==> src/rtl/tri_pkg.sv <==
// Shared constants, state encoding and small helpers for the triangle rasterizer.
package tri_pkg;
  localparam int H_RES_DEF = 640;
  localparam int V_RES_DEF = 480;
  localparam int CW        = 10;
  localparam int DW        = 11;
  localparam int PW        = 22;

  typedef enum logic [2:0] {
    IDLE, SETUP, EVAL0, EVAL1, EVAL2, EMIT, FIN
  } state_e;

  typedef struct packed {
    logic [CW-1:0] x;
    logic [CW-1:0] y;
  } pt_t;

  function automatic logic [CW-1:0] min3(input logic [CW-1:0] a, input logic [CW-1:0] b,
                                         input logic [CW-1:0] c);
    logic [CW-1:0] m;
    m = (a < b) ? a : b;
    return (m < c) ? m : c;
  endfunction

  function automatic logic [CW-1:0] max3(input logic [CW-1:0] a, input logic [CW-1:0] b,
                                         input logic [CW-1:0] c);
    logic [CW-1:0] m;
    m = (a > b) ? a : b;
    return (m > c) ? m : c;
  endfunction

  function automatic logic [CW-1:0] clip(input logic [CW-1:0] v, input logic [CW-1:0] lim);
    return (v > lim) ? lim : v;
  endfunction
endpackage

==> src/rtl/tri_edge_unit.sv <==
// Shared edge function: lt = (ax-cx)*(by-cy) < (bx-cx)*(ay-cy), eq when both products match.
module tri_edge_unit
  import tri_pkg::*;
(
  input  pt_t  a,
  input  pt_t  b,
  input  pt_t  c,
  output logic lt,
  output logic eq
);
  logic signed [DW-1:0] dax, day, dbx, dby;
  logic signed [PW-1:0] pl, pr;

  always_comb begin
    dax = $signed({1'b0, a.x}) - $signed({1'b0, c.x});
    day = $signed({1'b0, a.y}) - $signed({1'b0, c.y});
    dbx = $signed({1'b0, b.x}) - $signed({1'b0, c.x});
    dby = $signed({1'b0, b.y}) - $signed({1'b0, c.y});
    pl  = PW'(dax) * PW'(dby);
    pr  = PW'(dbx) * PW'(day);
    lt  = pl < pr;
    eq  = pl == pr;
  end
endmodule

==> src/rtl/triangle_raster_ctrl.sv <==
// Scans a window pixel by pixel, testing each against a latched triangle with one shared edge unit.
// Define TRI_BBOX_EN to shrink the window to the clipped vertex bounding box.
module triangle_raster_ctrl
  import tri_pkg::*;
#(
  parameter int H_RES = H_RES_DEF,
  parameter int V_RES = V_RES_DEF
) (
  input  logic          clk,
  input  logic          rst,
  input  logic [CW-1:0] p1x,
  input  logic [CW-1:0] p1y,
  input  logic [CW-1:0] p2x,
  input  logic [CW-1:0] p2y,
  input  logic [CW-1:0] p3x,
  input  logic [CW-1:0] p3y,
  input  logic          start,
  output logic          busy,
  output logic          done,
  output logic [CW-1:0] out_x,
  output logic [CW-1:0] out_y,
  output logic          out_inside,
  output logic          out_valid,
  input  logic          out_ready
);
  localparam logic [CW-1:0] XMAX = CW'(H_RES - 1);
  localparam logic [CW-1:0] YMAX = CW'(V_RES - 1);

  state_e        state_q, state_d;
  pt_t           p1_q, p1_d, p2_q, p2_d, p3_q, p3_d;
  logic [CW-1:0] xs_q, xs_d, xe_q, xe_d, ys_q, ys_d, ye_q, ye_d;
  logic [CW-1:0] x_q, x_d, y_q, y_d;
  logic          s0_q, s0_d, s1_q, s1_d, inside_q, inside_d, degen_q, degen_d;

  pt_t           ea, eb, ec, pt;
  logic          e_lt, e_eq;
  logic [CW-1:0] win_xs, win_xe, win_ys, win_ye;
  logic          last_x, last_y;

  tri_edge_unit u_edge (.a(ea), .b(eb), .c(ec), .lt(e_lt), .eq(e_eq));

  assign pt     = '{x: x_q, y: y_q};
  assign last_x = (x_q == xe_q);
  assign last_y = (y_q == ye_q);

  // SETUP reuses the edge unit on (p1,p2,p3) for the degenerate-area test
  always_comb begin
    ea = pt; eb = p1_q; ec = p2_q;
    unique case (state_q)
      SETUP:   begin ea = p1_q; eb = p2_q; ec = p3_q; end
      EVAL1:   begin eb = p2_q; ec = p3_q; end
      EVAL2:   begin eb = p3_q; ec = p1_q; end
      default: ;
    endcase
  end

  always_comb begin
`ifdef TRI_BBOX_EN
    win_xs = clip(min3(p1_q.x, p2_q.x, p3_q.x), XMAX);
    win_xe = clip(max3(p1_q.x, p2_q.x, p3_q.x), XMAX);
    win_ys = clip(min3(p1_q.y, p2_q.y, p3_q.y), YMAX);
    win_ye = clip(max3(p1_q.y, p2_q.y, p3_q.y), YMAX);
`else
    win_xs = '0;
    win_xe = XMAX;
    win_ys = '0;
    win_ye = YMAX;
`endif
  end

  always_ff @(posedge clk) begin
    if (rst) state_q <= IDLE;
    else     state_q <= state_d;
  end

  always_comb begin
    state_d = state_q;
    unique case (state_q)
      IDLE:    if (start) state_d = SETUP;
      SETUP:   state_d = EVAL0;
      EVAL0:   state_d = EVAL1;
      EVAL1:   state_d = EVAL2;
      EVAL2:   state_d = EMIT;
      EMIT:    if (out_ready) state_d = (last_x && last_y) ? FIN : EVAL0;
      FIN:     state_d = IDLE;
      default: state_d = IDLE;
    endcase
  end

  always_comb begin
    busy      = (state_q != IDLE) && (state_q != FIN);
    done      = (state_q == FIN);
    out_valid = (state_q == EMIT);
  end

  always_comb begin
    p1_d = p1_q; p2_d = p2_q; p3_d = p3_q;
    xs_d = xs_q; xe_d = xe_q; ys_d = ys_q; ye_d = ye_q;
    x_d = x_q; y_d = y_q;
    s0_d = s0_q; s1_d = s1_q; inside_d = inside_q; degen_d = degen_q;
    unique case (state_q)
      IDLE: if (start) begin
        p1_d = '{x: p1x, y: p1y};
        p2_d = '{x: p2x, y: p2y};
        p3_d = '{x: p3x, y: p3y};
      end
      SETUP: begin
        xs_d = win_xs; xe_d = win_xe; ys_d = win_ys; ye_d = win_ye;
        x_d = win_xs; y_d = win_ys;
        degen_d = e_eq;
      end
      EVAL0: s0_d = e_lt;
      EVAL1: s1_d = e_lt;
      EVAL2: inside_d = (s0_q == s1_q) && (s1_q == e_lt) && !degen_q;
      EMIT: if (out_ready && !(last_x && last_y)) begin
        if (last_x) begin
          x_d = xs_q;
          y_d = y_q + 1'b1;
        end else begin
          x_d = x_q + 1'b1;
        end
      end
      default: ;
    endcase
  end

  always_ff @(posedge clk) begin
    if (rst) begin
      p1_q <= '0; p2_q <= '0; p3_q <= '0;
      xs_q <= '0; xe_q <= '0; ys_q <= '0; ye_q <= '0;
      x_q <= '0; y_q <= '0;
      s0_q <= 1'b0; s1_q <= 1'b0; inside_q <= 1'b0; degen_q <= 1'b0;
    end else begin
      p1_q <= p1_d; p2_q <= p2_d; p3_q <= p3_d;
      xs_q <= xs_d; xe_q <= xe_d; ys_q <= ys_d; ye_q <= ye_d;
      x_q <= x_d; y_q <= y_d;
      s0_q <= s0_d; s1_q <= s1_d; inside_q <= inside_d; degen_q <= degen_d;
    end
  end

  assign out_x      = x_q;
  assign out_y      = y_q;
  assign out_inside = inside_q;
endmodule

==> config.mk <==
export PLATFORM = sky130hd
export DESIGN_NAME = triangle_raster_ctrl
export DESIGN_NICKNAME = d
export VERILOG_FILES = /design/src/rtl/tri_pkg.sv /design/src/rtl/tri_edge_unit.sv /design/src/rtl/triangle_raster_ctrl.sv
export SDC_FILE = /design/constraint.sdc
export NUM_CORES = 1
export LEC_CHECK = 0
export CAP_MARGIN = 20
export CORE_MARGIN = 2
export CORE_UTILIZATION = 50
export CTS_CLUSTER_SIZE = 30
export DETAILED_ROUTE_END_ITERATION = 10
export GPL_ROUTABILITY_DRIVEN = 0
export PLACE_DENSITY = 0.72
export SLEW_MARGIN = 15
export SYNTH_ARGS = -nofsm -noshare
export SYNTH_HDL_FRONTEND = slang
export SYNTH_SLANG_ARGS = --single-unit
==> constraint.sdc <==
create_clock -name clk -period 12.5 [get_ports clk]
set_clock_uncertainty 0.15 [all_clocks]
set_input_delay 3.125 -clock clk [delete_from_list [all_inputs] [get_ports clk]]
set_output_delay 3.125 -clock clk [all_outputs]
set_load 0.03 [all_outputs]
==> results.toml <==
[status]
outcome = "complete, no violations"

[yosys]
synth_fp_nets = 2390
post_synth_edffs = 0
post_synth.cell_area_avg_um2 = 8.08
synth_largest_type_area_fraction = 0.308
postSynth.asyncResetShare = 0
synth_area_mm2 = 0.0156
synth_cell_type_count = 59
netlist_top_cells_count = "nand2_1, inv_1, fa_1, nor2_1, ha_1"
synth_seq_cells = 88
synthCells = 1930
synth.most_common_cell = "nand2_1"
synth.yosys.warnings = 0
synthFlopType = "dfxtp_1"
post-synth-top-area-cell = "fa_1"
seq_area_frac_synth = 0.113
top_cells_by_area_synth = "fa_1, ha_1, dfxtp_1"

[job]
cap_viol_max_count = 0

[worst_hold_path]
worst_hold_path.num_cells = 2
type_of_the_most_critical_hold_path = "flip-flop to flip-flop"

[sta]
setup-violations-final = 0
worst_slew_margin_rel = 0.287
max_freq_ghz = 0.0871
fin_crit_sh = 0.918
whs_ns = 0.312
setup_total_negative_slack_ns = 0
unrepaired_setup_endpoints_after_global_routing = "false"
tightest_slew_ns = 1.06
period_needed_ns = 11.48
timing.final.hold_violations = 0
timing_max_transition_violations_final = 0

[floorplan]
initial_utilization = 0.509
vert_die_dim_um = 181
floorplan.die_area_mm2 = 0.0326
ioPinCount = 88
fp-row-count = 64
placeable_core_region_mm2 = 0.0307
dieWidth_um = 181

[clocking]
ctsRootBufferMaster = "clkbuf_16"
worstSkewPairLatency_ns = 0.34
ctsResizeCount = 0
clock_tree.buffer_depth = 2
hold_buffers = 0
cts_tree = "yes"
cts_max_level = 3
path_clk_slew_ns = 0.07
postCtsSetupBuffers = 0
tritoncts.num_buffers = 9
tritoncts_num_sinks = 88

[worst_setup_path]
critPathMaxFanout = 41
crit_family = "adder cells"
cp_max_stage_delay_ns = 0.56
timing.critical_path.arrival_ns = 11.53
critical_path.n_buffers_inverters = 6
critical-path-slowest-cell = "fa_1"
timing.critical_path.depth = 41
endpoint_kind = "flip-flop"
startpoint_class = "flip-flop"
crit_path_frequent_cell = "fa_1"
cp.required_ns = 12.56
criticalPathCategory = "flip-flop to flip-flop"
reg2reg_depth = 41

[routing]
top_layer = "met4"
route.met2.wl_mm = 18.4
drc = 0
vias = 12800
m1WireLength_mm = 17.7
drtAntennaViolNets = 0
drt_first_pass_iters = 5
drt-vias-per-instance = 5.40
drt_iter0_drcs = 832
wl_per_cell_um = 16.7
routed_wl_mm = 39.6
detailroute.wirelength.met3_mm = 2.13

[global_routing]
grt_pass1_vias = 12700
initial_antenna_violation_count = 0
grt_usage = 0.244
grt_start_max_net_pins = 74
grt_first_pass_wirelength_mm = 64.7
globalRoute.totalOverflow = 0

[final_layout]
drive_gt1_frac = 0.0222
net_count_of_the_finished_layout = 2433
fillers = 2775
antenna-diode-count = 0
finish.cell_count_without_fillers = 2374
flow.area_growth_from_synthesis_pct = 9.87

[place]
numPortBuffers = 87
dp_hpwl_mm = 33.5
placedCellCount = 2358
==> tightest hold or removal path, delay by kind of cell (launching register included) <==
| family | cells | cell delay, ns |
|---|---|---|
| AOI/OAI and AO/OA | 1 | 0.05 |
| DFF | 1 | 0.31 |
| and+or+nand+nor | 1 | 0.05 |
==> state kept, by name (all words and copies together) (netlist names), 3 cells and up <==
signal and count:
out_y 10, p3_q 20, p1_q 20, state_q 3, out_x 10, p2_q 20
==> layer usage <==
layer	up-vias	GRT usage
li1	6203	-
met1	6166	0.336
met2	402	0.401
met3	59	0.0230
met4	0	0.0894
met5	-	0
==> cell usage in the layout, fill, tap and decap left out, types with 3 or more instances in the layout <==
master	n
nand2_1	330
inv_1	307
fa_1	240
nor2_1	184
ha_1	156
a21oi_1	139
dfxtp_1	88
clkdlybuf4s50_1	86
xnor2_1	62
xor2_1	45
o21ai_0	35
nand2b_1	24
a21o_1	23
nor2b_1	22
nand3_1	21
a22oi_1	19
a22o_1	18
nor3_1	17
and2_1	14
buf_4	12
and3_1	11
nand4_1	11
mux2i_1	9
clkbuf_16	9
o21bai_1	7
o21a_1	6
a31oi_1	6
nor4_1	5
or3_1	5
nand3b_1	5
a211oi_1	5
a221o_1	3
or2_2	3
and4_1	3
a211o_1	3
or4b_2	3
or4_1	3
==> worst paths after layout <==
path	from	endpoint	slack, ns
worst min-delay path	degen_q	degen_q	0.31
worst min register to register	degen_q	degen_q	0.31
worst max register to register	state_q[0]	out_inside	1.02
worst max-delay path	state_q[0]	out_inside	1.02
==> final cells by class <==
cell class                      count  area [um^2]  area share
Sequential cell                    88         1760       0.103
Clock buffer                        9          225      0.0131
Tap cell                          396          495      0.0289
Clock inverter                      7         86.3     0.00504
Inverter                          307         1150      0.0672
Multi-Input combinational cell   1467        12400       0.726
Timing Repair Buffer              100          976      0.0569
==> kinds of logic after synthesis <==
family / share of synthesized area
xor gates and xnor gates: 0.0601
AOI/OAI and AO/OA: 0.113
and+or+nand+nor: 0.185
buffers and inverters: 0.0905
DFF: 0.113
adders and majority gates: 0.433
muxes: 0.00577
==> metrics by stage <==
step	util	setup WS [ns]	cell area [um^2]
after floorplan	-	2.09	15600
after global placement	0.548	1.44	16800
after detailed placement	0.549	1.11	16800
after CTS	0.559	1.09	17100
after global routing	0.559	0.363	17100
final	0.559	1.02	17100
Power is not shown: default switching activity piles up to over one toggle a cycle in this logic, so the estimate is an artifact.
